--- src/rtl/rom_fetch_ctrl_pkg.sv ---
// rtl/rom_fetch_ctrl_pkg.sv - shared widths and FSM encoding for the ROM fetch controller
package rom_fetch_ctrl_pkg;

  localparam int DATA_W_DEF = 16;
  localparam int ADDR_W_DEF = 4;

  typedef enum logic [2:0] {
    ST_IDLE    = 3'd0,
    ST_SETUP   = 3'd1,
    ST_STROBE  = 3'd2,
    ST_CAPTURE = 3'd3,
    ST_PRESENT = 3'd4,
    ST_DONE    = 3'd5
  } state_t;

endpackage

--- src/rtl/rom_fetch_ctrl_if.sv ---
// rtl/rom_fetch_ctrl_if.sv - ROM strobe bus plus downstream word stream
interface rom_fetch_ctrl_if
  import rom_fetch_ctrl_pkg::*;
#(
  parameter int DATA_W = DATA_W_DEF,
  parameter int ADDR_W = ADDR_W_DEF
);

  logic [ADDR_W-1:0] rom_addr;
  logic              rom_cs;
  logic [DATA_W-1:0] rom_data;
  logic [DATA_W-1:0] out_data;
  logic              out_valid;
  logic              out_ready;

  modport master (
    output rom_addr, rom_cs, out_data, out_valid,
    input  rom_data, out_ready
  );

  modport slave (
    input  rom_addr, rom_cs, out_data, out_valid,
    output rom_data, out_ready
  );

endinterface

--- src/rtl/rom_fetch_ctrl.sv ---
// rtl/rom_fetch_ctrl.sv - bursts words out of a falling-edge-strobed ROM onto a stream
module rom_fetch_ctrl
  import rom_fetch_ctrl_pkg::*;
#(
  parameter int DATA_W = DATA_W_DEF,
  parameter int ADDR_W = ADDR_W_DEF
) (
  input  logic              clk,
  input  logic              rst,
  input  logic              start,
  input  logic [ADDR_W-1:0] base_addr,
  input  logic [ADDR_W:0]   length,
  output logic              busy,
  output logic              done,
  output logic              err,
  output logic [DATA_W-1:0] checksum,
  rom_fetch_ctrl_if.master  bus
);

  localparam logic [ADDR_W-1:0] ADDR_ONE = 1;
  localparam logic [ADDR_W:0]   CNT_ONE  = 1;

  state_t            state, state_nxt;
  logic [ADDR_W-1:0] addr;
  logic [ADDR_W:0]   remain;
  logic [DATA_W-1:0] data_q;
  logic              accept, reject, xfer;
  logic              cs_c, valid_c, busy_c, done_c;

  assign accept = (state == ST_IDLE) && start && (length != '0);
  assign reject = (state == ST_IDLE) && start && (length == '0);
  assign xfer   = (state == ST_PRESENT) && bus.out_ready;

  always_ff @(posedge clk or posedge rst) begin
    if (rst) state <= ST_IDLE;
    else     state <= state_nxt;
  end

  always_comb begin
    state_nxt = state;
    case (state)
      ST_IDLE:    if (accept) state_nxt = ST_SETUP;
      ST_SETUP:   state_nxt = ST_STROBE;
      ST_STROBE:  state_nxt = ST_CAPTURE;
      ST_CAPTURE: state_nxt = ST_PRESENT;
      ST_PRESENT: if (xfer) state_nxt = (remain > CNT_ONE) ? ST_SETUP : ST_DONE;
      ST_DONE:    state_nxt = ST_IDLE;
      default:    state_nxt = ST_IDLE;
    endcase
  end

  always_comb begin
    cs_c    = 1'b1;
    valid_c = 1'b0;
    busy_c  = 1'b0;
    done_c  = 1'b0;
    case (state)
      ST_SETUP:   busy_c = 1'b1;
      ST_STROBE:  begin busy_c = 1'b1; cs_c = 1'b0; end
      ST_CAPTURE: busy_c = 1'b1;
      ST_PRESENT: begin busy_c = 1'b1; valid_c = 1'b1; end
      ST_DONE:    done_c = 1'b1;
      default:    ;
    endcase
  end

  // The ROM latches on cs falling at STROBE entry, so data is settled by the end of CAPTURE.
  always_ff @(posedge clk or posedge rst) begin
    if (rst) begin
      addr     <= '0;
      remain   <= '0;
      data_q   <= '0;
      checksum <= '0;
      err      <= 1'b0;
    end else begin
      err <= reject;
      if (accept) begin
        addr     <= base_addr;
        remain   <= length;
        checksum <= '0;
      end else if (xfer) begin
        addr     <= addr + ADDR_ONE;
        remain   <= remain - CNT_ONE;
        checksum <= checksum + data_q;
      end
      if (state == ST_CAPTURE) data_q <= bus.rom_data;
    end
  end

  assign bus.rom_addr  = addr;
  assign bus.rom_cs    = cs_c;
  assign bus.out_data  = data_q;
  assign bus.out_valid = valid_c;
  assign busy          = busy_c;
  assign done          = done_c;

endmodule
--- src/flat_wrapper.sv ---
// flat-port wrapper written by rule: the top's interface ports become plain ports
module rom_fetch_ctrl_flat import rom_fetch_ctrl_pkg::*;
#(
  parameter int DATA_W = DATA_W_DEF,
  parameter int ADDR_W = ADDR_W_DEF
)
  (clk, rst, start, base_addr, length, busy, done, err, checksum, bus_rom_addr, bus_rom_cs, bus_out_data, bus_out_valid, bus_rom_data, bus_out_ready);
  rom_fetch_ctrl_if #(.DATA_W(DATA_W), .ADDR_W(ADDR_W)) bus_i ();
  input  logic clk;
  input  logic rst;
  input  logic start;
  input  logic [ADDR_W-1:0] base_addr;
  input  logic [ADDR_W:0] length;
  output logic busy;
  output logic done;
  output logic err;
  output logic [DATA_W-1:0] checksum;
  output wire logic [$bits(bus_i.rom_addr)-1:0] bus_rom_addr;
  output wire logic [$bits(bus_i.rom_cs)-1:0] bus_rom_cs;
  output wire logic [$bits(bus_i.out_data)-1:0] bus_out_data;
  output wire logic [$bits(bus_i.out_valid)-1:0] bus_out_valid;
  input wire logic [$bits(bus_i.rom_data)-1:0] bus_rom_data;
  input wire logic [$bits(bus_i.out_ready)-1:0] bus_out_ready;
  assign bus_rom_addr = bus_i.rom_addr;
  assign bus_rom_cs = bus_i.rom_cs;
  assign bus_out_data = bus_i.out_data;
  assign bus_out_valid = bus_i.out_valid;
  assign bus_i.rom_data = bus_rom_data;
  assign bus_i.out_ready = bus_out_ready;
  rom_fetch_ctrl #(.DATA_W(DATA_W), .ADDR_W(ADDR_W)) u_core (.clk(clk), .rst(rst), .start(start), .base_addr(base_addr), .length(length), .busy(busy), .done(done), .err(err), .checksum(checksum), .bus(bus_i));
endmodule
--- config.mk ---
export PLATFORM = sky130hd
export DESIGN_NAME = rom_fetch_ctrl_flat
export DESIGN_NICKNAME = d
export VERILOG_FILES = /design/src/rtl/rom_fetch_ctrl_pkg.sv /design/src/rtl/rom_fetch_ctrl_if.sv /design/src/rtl/rom_fetch_ctrl.sv /design/src/flat_wrapper.sv
export SDC_FILE = /design/constraint.sdc
export NUM_CORES = 1
export LEC_CHECK = 0
export BUFFER_PORTS_ARGS = -buffer_cell sky130_fd_sc_hd__buf_4
export CAP_MARGIN = 20
export CORE_MARGIN = 10
export CORE_UTILIZATION = 50
export DETAILED_ROUTE_END_ITERATION = 12
export GPL_TIMING_DRIVEN = 0
export MAX_ROUTING_LAYER = met4
export PLACE_DENSITY = 0.76
export SYNTH_ARGS = -nofsm -noshare
export SYNTH_HDL_FRONTEND = slang
export SYNTH_SLANG_ARGS = --single-unit
--- constraint.sdc ---
create_clock -name clk -period 2.75 [get_ports clk]
set_input_delay 0.275 -clock clk [delete_from_list [all_inputs] [get_ports clk]]
set_output_delay 0.275 -clock clk [all_outputs]
set_load 0.005 [all_outputs]
==> results of run 1 <==
[registers in the layout, summed over array words and instances, names as in the netlist]
signal / count
u_core.bus.out_data: 16
u_core.err: 1
u_core.remain: 5
u_core.checksum: 16
u_core.state: 3
u_core.bus.rom_addr: 4
[power by group]
group	switching [mW]	leakage, nW	internal [mW]
registers	0.253	0.564	0.965
clock network	0.225	0.0542	0.227
logic	1.05	1.02	1.11
[cell families (layout without fill, tap and decap cells)]
logic type                 Yosys count  count (layout)
muxes                               19              19
and+or+nand+nor                     85              85
xor gates and xnor gates            12              12
AOI/OAI and AO/OA                   65              65
adders and majority gates           19              19
DFF                                 45              45
buffers and inverters               18              96
[per-layer routing]
layer	up-vias	track usage (%)	share of wire [%]	wire, microns
met3	11	3.31	5.2	338
li1	1102	-	-	-
met4	0	6.43	2.2	142
met2	55	25.7	47	3050
met1	1046	18.7	46	2960
met5	-	-	0	0
[final cells by class]
cell class,count,area [sq um],share of cell area [%]
plain buffers,9,45.0,1.35
clock buffers,7,96.3,2.88
clock inverters,1,5.00,0.150
inverters,9,33.8,1.01
multi-input cells,200,1410,42.3
flip-flops and latches,45,1130,33.7
well taps,70,87.6,2.62
repair buffers,70,538,16.1
[worst register-to-register path, stage by stage (launching register included)]
cell and delay, ns:
dfrtp_1 0.39, ha_1 0.20, inv_1 0.06, fa_1 0.40
nor2b_1 0.16, o211ai_1 0.09, a21boi_0 0.34, o21ai_1 0.17
a31oi_1 0.27, mux2i_1 0.24, nand3_1 0.09
[stage by stage]
step | util [%] | hold slack (ns) | area, sq um | total power [mW] | cells
2_1_floorplan | - | 0.391 | 2620 | 2.60 | 263
3_3_place_gp | 63.1 | 0.494 | 3220 | 3.32 | 402
3_5_place_dp | 63.5 | 0.336 | 3240 | 3.39 | 403
4_1_cts | 65.5 | 0.0167 | 3350 | 3.87 | 411
5_1_grt | 65.5 | 0.0347 | 3350 | 4.18 | 411
6_report | 65.5 | -0.00635 | 3350 | 3.84 | 411
[how the worst max path moves through the flow]
stage	slack [ns]	end	cells past startpoint
3_3_place_gp	0.37	u_core.checksum[14]$_DFFE_PP0P_	10
5_1_grt	0.05	u_core.checksum[14]$_DFFE_PP0P_	10
6_report	0.22	u_core.checksum[14]$_DFFE_PP0P_	10
4_1_cts	0.25	u_core.checksum[14]$_DFFE_PP0P_	10
2_1_floorplan	0.62	u_core.checksum[14]$_DFFE_PP0P_	10
3_5_place_dp	0.30	u_core.checksum[14]$_DFFE_PP0P_	10
[layout by cell type (no fill, tap or decap), types with 4 or more instances in the layout]
| master | n |
|---|---|
| clkbuf_8 | 7 |
| dfrtp_1 | 45 |
| buf_4 | 70 |
| buf_2 | 6 |
| and3_1 | 4 |
| ha_1 | 18 |
| xor2_1 | 5 |
| xnor2_1 | 7 |
| mux2_2 | 16 |
| nor2_1 | 18 |
| a21oi_1 | 12 |
| nand2_1 | 34 |
| o21ai_0 | 17 |
| inv_1 | 8 |
| nand3_1 | 4 |
| nor3_1 | 7 |
==> results by group, run 1 <==
Clock network
  • Clock sink count: 45
  • CTS Buffer Depth: 2
  • CTS tree: yes
  • Worst-path clk slew: 0.08 ns
  • Root Driver: clkbuf_8
  • Worst skew pair latency: ~0.3 ns
  • H-tree levels: 2
  • Buffer count from post-CTS setup fixing: 0
  • Num CTS Buffers: 5
  • Hold-fix buffers, CTS: 0
  • Post_cts resized: 0

Yosys
  • Area share of fa/ha/maj cells after synthesis: a little under a tenth
  • Mean Syn Cell Area: between 9 and 10 sq um
  • Part of the Yosys area used for sequential elements: 43.0%
  • Seq cells post-synth: 45
  • Post-Synthesis Cells: 263
  • Synth area leader: dfrtp_1
  • Post-synthesis net count: slightly above 300
  • Synth area leaders: dfrtp_1, ha_1, mux2_2
  • Mapped cell area: about 2600 sq um
  • Netlist cell types: 50
  • Main synth FF type: dfrtp_1
  • Post-synth EDFFs: 0
  • Largest family of logic cells by synthesized area: compound AO/OA/AOI/OAI gates
  • Post-synthesis simple-gate area fraction: 15.8%
  • Async set or reset register ratio after synthesis: 100%
  • Synth Area in XOR/XNOR: 4.01%
  • Most frequent cell after synthesis: dfrtp_1
  • Mux contribution to synthesized area: 8.03%
  • Synth Area in Compound Gates: 16.8%
  • Synth top area share: 43.0%
  • Synth cell count leaders: dfrtp_1, nand2_1, ha_1, nor2_1, o21ai_0
  • Yosys warns: 0

Die
  • Row cnt: 26
  • Die Y: about 90 microns
  • Starting density of the core: 51.3%
  • Die area: 8530 sq um
  • Die width: 92.4 microns
  • Core Area: 5110 sq um
  • # IOs: 70

Run
  • Max-Cap Viols: 0

Drt
  • DRC: 0
  • Total Wirelength: 6500 microns
  • Antenna Nets Post-Route: 0
  • Vias per std cell: 5.39
  • Number of DRC markers in iteration 0: 101
  • Vias: 2214
  • Initial DRT Pass Iterations: 4
  • Routed wire per std cell: 15.8 microns

Global routing
  • Vias in the first global route: 2251
  • First-pass GRT wire length: between 10000 and 15000 microns
  • GRT overflow: 0
  • All-Layer GR Usage: 15.8%
  • Initial antenna violation count: 0
  • Largest net degree at the start of global routing: 25

Critical path
  • Worst EP arrival: 2.71 ns
  • RR Startpoint: u_core.checksum[0]$_DFFE_PP0P_
  • Worst Setup Start Kind: flop
  • CP max stage cell: fa_1
  • Worst-path fanout max: 3
  • R2r setup slk: 0.22 ns
  • Worst r2r path cells: 10
  • Crit Path Class: flop to flop
  • Reg2reg end: u_core.checksum[14]$_DFFE_PP0P_
  • Worst EP required: roughly 2.9 ns
  • Critical path cell sequence: ha_1 -> inv_1 -> fa_1 -> nor2b_1 -> o211ai_1 -> a21boi_0 -> o21ai_1 -> a31oi_1 -> mux2i_1 -> nand3_1
  • Worst Path Buf+Inv: 1
  • Worst path max stage delay: 0.40 ns
  • CP endpoint kind: flop
  • Worst setup path start: u_core.checksum[0]$_DFFE_PP0P_
  • Top delay family on crit path: compound AO/OA/AOI/OAI gates

Place
  • Dpl hpwl: 5000 microns
  • Final GP Congestion: 0.912
  • Pre-CTS setup slack: 0.300 ns
  • Port Buffers: 69

Power and ir drop
  • Pwr/cell area: 1150 nW/um^2
  • Static Leak: 1.64 nW
  • Worst IR drop on VDD: 0.000579 V

Worst hold path
  • Hold/Removal Path Class: primary input to async pin

Timing
  • Fmax: 396 MHz
  • Setup skew after layout: 0.00373 ns
  • Slew headroom: 62.3%
  • Max-slew violation count: 0
  • Worst-case hold slack: -0.00635 ns
  • Fin Setup TNS: 0 ns
  • RSZ-0062 raised after global routing: false
  • Post-layout min period: 2.53 ns
  • Final Cycle Share: 91.9%
  • Setup Viol. Count Final: 0
  • Setup ws final: about 0.22 ns
  • Final hold violations: 17
  • Worst slew pin tran: 0.566 ns

Final layout
  • Area growth, synth to finish: 27.8%
  • Ant diodes: 0
  • Layout cell share with drive strength beyond 1: a little under a third
  • # fillers: 446
  • Fin nets: 388

Status
  • Failing checks: negative hold slack
  • Status: finished with violations
(Power assumes the default switching activity.)
==> run 2: changes to the inputs <==
--- a/config.mk
+++ b/config.mk
@@ -5,7 +5,7 @@
 export SDC_FILE = /design/constraint.sdc
 export NUM_CORES = 1
 export LEC_CHECK = 0
-export BUFFER_PORTS_ARGS = -buffer_cell sky130_fd_sc_hd__buf_4
+export BUFFER_PORTS_ARGS = -buffer_cell sky130_fd_sc_hd__buf_2
 export CAP_MARGIN = 20
 export CORE_MARGIN = 10
 export CORE_UTILIZATION = 50
==> run 2 against run 1 <==
- the flow still finishes with violations (negative hold slack)
- cell area down 5.1%
- setup slack better by 0.046 ns
- clock-buffer cell count down 1
- sequential power about the same
- power down 4.7%
- cell count unchanged
- critical path type unchanged
- highest routed layer unchanged
==> results by group, run 2 (same netlist as run 1, synthesis figures left out) <==
Power and ir drop
  • Pwr/cell area: 1150 nW/um^2 (+0.36%)
  • Internal power: 2.13 mW (-7.5%)
  • Comb pwr share: 54.8% (-1.7 points)
  • Worst IR drop on VDD: 0.000516 V (-11%)
  • Power share of the clock group: 12.0% (+0.2 points)
  • PnR Total Power: 3.66 mW (-4.7%)
  • Static Leak: 1.59 nW (-2.7%)
  • Sw Ratio: 41.6% (+1.7 points)
  • Net Switching: 1.52 mW (-0.62%)
  • Sequential share of power: 33.1% (+1.4 points)

Drt
  • Total Wirelength: 6410 microns (-1.3%)
  • Vias: 2215 (+0.045%)
  • Number of DRC markers in iteration 0: 109 (+7.9%)
  • Antenna Nets Post-Route: 0 (unchanged)
  • DRC: 0 (unchanged)
  • Initial DRT Pass Iterations: 5 (+1)
  • Routed wire per std cell: 15.6 microns (-1.3%)
  • Vias per std cell: 5.39 (about the same)

Global routing
  • Vias in the first global route: 2244 (-0.31%)
  • GRT overflow: 0 (unchanged)
  • Met1 Resource Use GR: 18.1% (-0.59 points)
  • Met2 Use GR: 24.9% (-0.82 points)
  • Met3 Usage GRT: 4.68% (+1.4 points)
  • Largest net degree at the start of global routing: 24 (-4.0%)
  • All-Layer GR Usage: 15.5% (-0.33 points)
  • Top Usage Layer GRT: met2
  • Initial antenna violation count: 0 (unchanged)
  • First-pass GRT wire length: 10600 microns (-1.7%)

Final layout
  • Final Cell Area: 3180 sq um (-5.1%)
  • Layout cell share with drive strength beyond 1: 31.7% (unchanged)
  • Ant diodes: 0 (unchanged)
  • Most frequent cells in the layout: buf_2, dfrtp_1, nand2_1, nor2_1, ha_1
  • Area growth, synth to finish: 21.3%
  • Commonest non-fill, non-tap cell in the layout: buf_2
  • Fin nets: 388 (unchanged)

Clock network
  • Worst skew pair latency: 0.31 ns (about the same)
  • Num CTS Buffers: 5 (unchanged)
  • H-tree levels: 2 (unchanged)
  • CTS Buffer Depth: 2 (unchanged)
  • Buffer count from post-CTS setup fixing: 0 (unchanged)
  • Clock sink count: 45 (unchanged)
  • Worst-path clk slew: 0.09 ns (about the same)
  • CTS tree: yes
  • Post_cts resized: 0 (unchanged)
  • Hold-fix buffers, CTS: 0 (unchanged)
  • Root Driver: clkbuf_8

Place
  • Dpl cell area: 3080 sq um (-5.1%)
  • Final GP Congestion: 0.905 (-0.78%)
  • Port Buffers: 69 (unchanged)
  • Dpl hpwl: 5000 microns (about the same)

Critical path
  • Worst Setup Start Kind: flop
  • Worst Path Buf+Inv: 1 (unchanged)
  • Top delay family on crit path: compound AO/OA/AOI/OAI gates
  • CP endpoint kind: flop
  • Worst EP arrival: 2.67 ns (-0.04 ns)
  • Worst path max stage delay: 0.41 ns (about the same)
  • Worst EP required: 2.94 ns (about the same)
  • Worst-path fanout max: 3 (unchanged)
  • Crit Path Class: flop to flop
  • CP max stage cell: fa_1
  • Critical path cell sequence: ha_1 -> inv_1 -> fa_1 -> nor2b_1 -> o211ai_1 -> a21boi_0 -> o21ai_1 -> a31oi_1 -> mux2i_1 -> nand3_1

Timing
  • Post-layout min period: 2.48 ns (-0.0461 ns)
  • Max-slew violation count: 0 (unchanged)
  • Setup skew after layout: 0.0140 ns (+0.0102 ns)
  • Fmax: 403 MHz (+1.9%)
  • Final Cycle Share: 90.2% (-1.7 points)
  • Slew headroom: 63.7% (+1.4 points)
  • Setup Viol. Count Final: 0 (unchanged)
  • Final hold violations: 1 (-16)
  • Worst-case hold slack: -0.00297 ns (+0.00338 ns)
  • Worst slew pin tran: 0.545 ns (-0.0205 ns)
  • Fin Setup TNS: 0 ns (unchanged)
  • RSZ-0062 raised after global routing: false

Worst hold path
  • Hold/Removal Path Class: primary input to async pin

Die
  • # IOs: 70 (unchanged)
  • Die Y: 92.4 microns (unchanged)
  • Die area: 8530 sq um (unchanged)
  • Row cnt: 26 (unchanged)
  • Core Area: 5110 sq um (unchanged)
  • Starting density of the core: 51.3% (unchanged)
  • Die width: 92.4 microns (unchanged)

Status
  • Status: finished with violations
  • Failing checks: negative hold slack

Run
  • Max-Cap Viols: 0 (unchanged)
run 2: worst reg2reg max path, delay by kind of cell (launching register included):
family                   cells  cell delay (ns)
AO/OA/AOI/OAI                4             0.79
adder cells (fa/ha/maj)      2             0.60
flip-flops                   1             0.39
AND/OR/NAND/NOR              2             0.28
multiplexers                 1             0.25
buffers and inverters        1             0.06
run 2: stage by stage:
| step | cells | setup WS, ns | util, % |
|---|---|---|---|
| 2_1_floorplan | 263 | 0.616 | - |
| 3_3_place_gp | 402 | 0.374 | 59.8 |
| 3_5_place_dp | 403 | 0.346 | 60.3 |
| 4_1_cts | 411 | 0.304 | 62.2 |
| 5_1_grt | 411 | 0.0716 | 62.2 |
| 6_report | 411 | 0.268 | 62.2 |
run 2: power groups by stage:
stage | sequential [mW] | combinational, mW | clock (mW)
after floorplan | 1.21 | 1.39 | 0
after global placement | 1.20 | 1.95 | 0
after global routing | 1.25 | 2.26 | 0.472
final | 1.21 | 2.00 | 0.440
after detailed placement | 1.22 | 2.02 | 0
after CTS | 1.21 | 2.03 | 0.451
run 2: path summary, 6_finish.rpt:
kind                                                           end  cells past startpoint  slack (ns)                            start
worst max register to register     u_core.checksum[14]$_DFFE_PP0P_                     10        0.27   u_core.checksum[0]$_DFFE_PP0P_
worst min-delay path                  u_core.remain[4]$_DFFE_PP0P_                      2      -0.003                              rst
worst min register to register     u_core.checksum[12]$_DFFE_PP0P_                      2        0.52  u_core.checksum[12]$_DFFE_PP0P_
worst max-delay path               u_core.checksum[14]$_DFFE_PP0P_                     10        0.27   u_core.checksum[0]$_DFFE_PP0P_
min in group clk                u_core.bus.out_data[0]$_DFFE_PP0N_                      2        0.19                  bus_rom_data[0]
max in group asynchronous          u_core.checksum[12]$_DFFE_PP0P_                      3        2.25                              rst
run 2: final cells by class:
type / instances / area, sq um
flip-flops and latches: 45 / 1130
clock inverters: 2 / 13.8
clock buffers: 6 / 82.6
inverters: 9 / 33.8
plain buffers: 9 / 45.0
fillers: 438 / 1930
repair buffers: 70 / 373
multi-input cells: 200 / 1410
well taps: 70 / 87.6
run 2: routing by layer:
layer | routed length, microns | share of wire (%)
met1 | 2870 | 45
met2 | 3020 | 47
met3 | 407 | 6.3
met4 | 118 | 1.8
met5 | 0 | 0
==> run 3: changes to the inputs <==
--- a/config.mk
+++ b/config.mk
@@ -11,7 +11,6 @@
 export CORE_UTILIZATION = 50
 export DETAILED_ROUTE_END_ITERATION = 12
 export GPL_TIMING_DRIVEN = 0
-export MAX_ROUTING_LAYER = met4
 export PLACE_DENSITY = 0.76
 export SYNTH_ARGS = -nofsm -noshare
 export SYNTH_HDL_FRONTEND = slang
==> run 3 against run 2 <==
- the run still ends with negative hold slack left
- global-route usage down 0.45 points
- cell area unchanged
- clock-buffer cell count unchanged
- clock power about the same
- fmax up 1.3%
- die area unchanged
- combinational power about the same
- clock skew down 0.0043 ns
- cell count unchanged
- register-to-register slack better by 0.03 ns
- routed wire length about the same
- critical path type unchanged
- highest routed layer unchanged
==> results by group, run 3 (same netlist as run 1, synthesis figures left out) <==
Drt
  • Total Wirelength: 6420 microns (about the same)
  • Max layer used: met4
  • Met2 routed WL: 3030 microns (+0.53%)
  • Met1 wire length: 2830 microns (-1.5%)
  • Routed wire length on met3: 439 microns (+7.9%)
  • Vias: 2246 (+1.4%)
  • Number of DRC markers in iteration 0: 89 (-18%)
  • Initial DRT Pass Iterations: 4 (-1)
  • Routed wire per std cell: 15.6 microns (about the same)
  • Vias per std cell: 5.46 (+1.4%)
  • Antenna Nets Post-Route: 0 (unchanged)
  • DRC: 0 (unchanged)

Timing
  • Post-layout min period: 2.45 ns (-0.0313 ns)
  • Slew headroom: 63.2% (-0.43 points)
  • Worst slew pin tran: 0.552 ns (+0.00648 ns)
  • Fin Setup TNS: 0 ns (unchanged)
  • Worst-case hold slack: -0.00616 ns (-0.00319 ns)
  • Final hold violations: 1 (unchanged)
  • Final Cycle Share: 89.1% (-1.1 points)
  • Setup Viol. Count Final: 0 (unchanged)
  • Fmax: 408 MHz (+1.3%)
  • RSZ-0062 raised after global routing: false
  • Setup skew after layout: 0.00970 ns (-0.00425 ns)
  • Max-slew violation count: 0 (unchanged)

Clock network
  • H-tree levels: 2 (unchanged)
  • CTS Buffer Depth: 2 (unchanged)
  • Worst-path clk slew: 0.09 ns (about the same)
  • Root Driver: clkbuf_8
  • Post_cts resized: 0 (unchanged)
  • Num CTS Buffers: 5 (unchanged)
  • Buffer count from post-CTS setup fixing: 0 (unchanged)
  • Clock sink count: 45 (unchanged)
  • CTS tree: yes
  • Hold-fix buffers, CTS: 0 (unchanged)
  • Worst skew pair latency: 0.30 ns (about the same)

Power and ir drop
  • Pwr/cell area: 1150 nW/um^2 (about the same)
  • Static Leak: 1.59 nW (unchanged)
  • Worst IR drop on VDD: 0.000515 V (-0.27%)

Die
  • Die width: 92.4 microns (unchanged)
  • Die Y: 92.4 microns (unchanged)
  • Starting density of the core: 51.3% (unchanged)
  • # IOs: 70 (unchanged)
  • Die area: 8530 sq um (unchanged)
  • Core Area: 5110 sq um (unchanged)
  • Row cnt: 26 (unchanged)

Status
  • Status: finished with violations
  • Failing checks: negative hold slack

Global routing
  • All-Layer GR Usage: 15.0% (-0.45 points)
  • GRT overflow: 0 (unchanged)
  • Initial antenna violation count: 0 (unchanged)
  • Vias in the first global route: 2254 (+0.45%)
  • Largest net degree at the start of global routing: 24 (unchanged)
  • First-pass GRT wire length: 10600 microns (-0.13%)

Critical path
  • Worst EP required: 2.94 ns (about the same)
  • CP endpoint kind: flop
  • Worst-path fanout max: 3 (unchanged)
  • Worst Setup Start Kind: flop
  • Worst EP arrival: 2.64 ns (-0.03 ns)
  • Crit Path Class: flop to flop

Final layout
  • Ant diodes: 0 (unchanged)
  • Layout cell share with drive strength beyond 1: 31.7% (unchanged)
  • Most frequent cells in the layout: buf_2, dfrtp_1, nand2_1, nor2_1, ha_1
  • Commonest non-fill, non-tap cell in the layout: buf_2
  • Fin nets: 388 (unchanged)
  • # fillers: 438 (unchanged)
  • Area growth, synth to finish: 21.3% (unchanged)

Place
  • Dpl hpwl: 5000 microns (unchanged)
  • Final GP Congestion: 0.890 (-1.6%)
  • Port Buffers: 69 (unchanged)

Worst hold path
  • Hold/Removal Path Class: primary input to async pin

Run
  • Max-Cap Viols: 0 (unchanged)
-- run 3: cell counts in the layout (fill, tap and decap cells not counted) --
No cell type changed its count.
-- run 3: per-layer routing --
metal / vias to the layer above / global-route usage (%)
met1: 1071 / 17.8
met4: 0 / 5.14
met5: - / 0
li1: 1101 / -
met3: 8 / 5.00
met2: 66 / 24.9
-- run 3: metrics by stage --
stage / std cells / setup WS [ns] / util [%] / area (sq um) / power [mW]
5_1_grt: 411 / 0.0742 / 62.2 / 3180 / 3.98
3_5_place_dp: 403 / 0.346 / 60.3 / 3080 / 3.24
6_report: 411 / 0.300 / 62.2 / 3180 / 3.65
4_1_cts: 411 / 0.304 / 62.2 / 3180 / 3.69
2_1_floorplan: 263 / 0.616 / - / 2620 / 2.60
3_3_place_gp: 402 / 0.374 / 59.8 / 3050 / 3.15
-- run 3: worst max-delay path, stage by stage (launching register included) --
cell,delay [ns]
dfrtp_1,0.38
ha_1,0.19
inv_1,0.06
fa_1,0.41
nor2b_1,0.17
o211ai_1,0.10
a21boi_0,0.32
o21ai_1,0.15
a31oi_1,0.22
mux2i_1,0.25
nand3_1,0.10
-- run 3: power by group --
part / total [mW] / internal [mW] / switching, mW / leakage [nW]
registers: 1.21 / 0.965 / 0.246 / 0.564
logic: 2.00 / 0.965 / 1.04 / 0.977
clock network: 0.437 / 0.204 / 0.233 / 0.0512
total: 3.65 / 2.13 / 1.52 / 1.59
-- run 3: layout make-up --
class / instances / area (sq um) / area share, %
multi-input cells: 200 / 1410 / 44.5
inverters: 9 / 33.8 / 1.06
clock buffers: 6 / 82.6 / 2.60
flip-flops and latches: 45 / 1130 / 35.5
clock inverters: 2 / 13.8 / 0.433
plain buffers: 9 / 45.0 / 1.42
well taps: 70 / 87.6 / 2.76
repair buffers: 70 / 373 / 11.7
-- run 3: final timing paths --
path	end	cells after the start	from	slack (ns)
setup / recovery	u_core.checksum[14]$_DFFE_PP0P_	10	u_core.checksum[0]$_DFFE_PP0P_	0.30
hold / removal	u_core.remain[4]$_DFFE_PP0P_	2	rst	-0.006
setup reg to reg	u_core.checksum[14]$_DFFE_PP0P_	10	u_core.checksum[0]$_DFFE_PP0P_	0.30
hold reg to reg	u_core.checksum[12]$_DFFE_PP0P_	2	u_core.checksum[12]$_DFFE_PP0P_	0.52
max in group asynchronous	u_core.checksum[12]$_DFFE_PP0P_	3	rst	2.25
min in group clk	u_core.bus.out_data[14]$_DFFE_PP0N_	2	bus_rom_data[14]	0.20
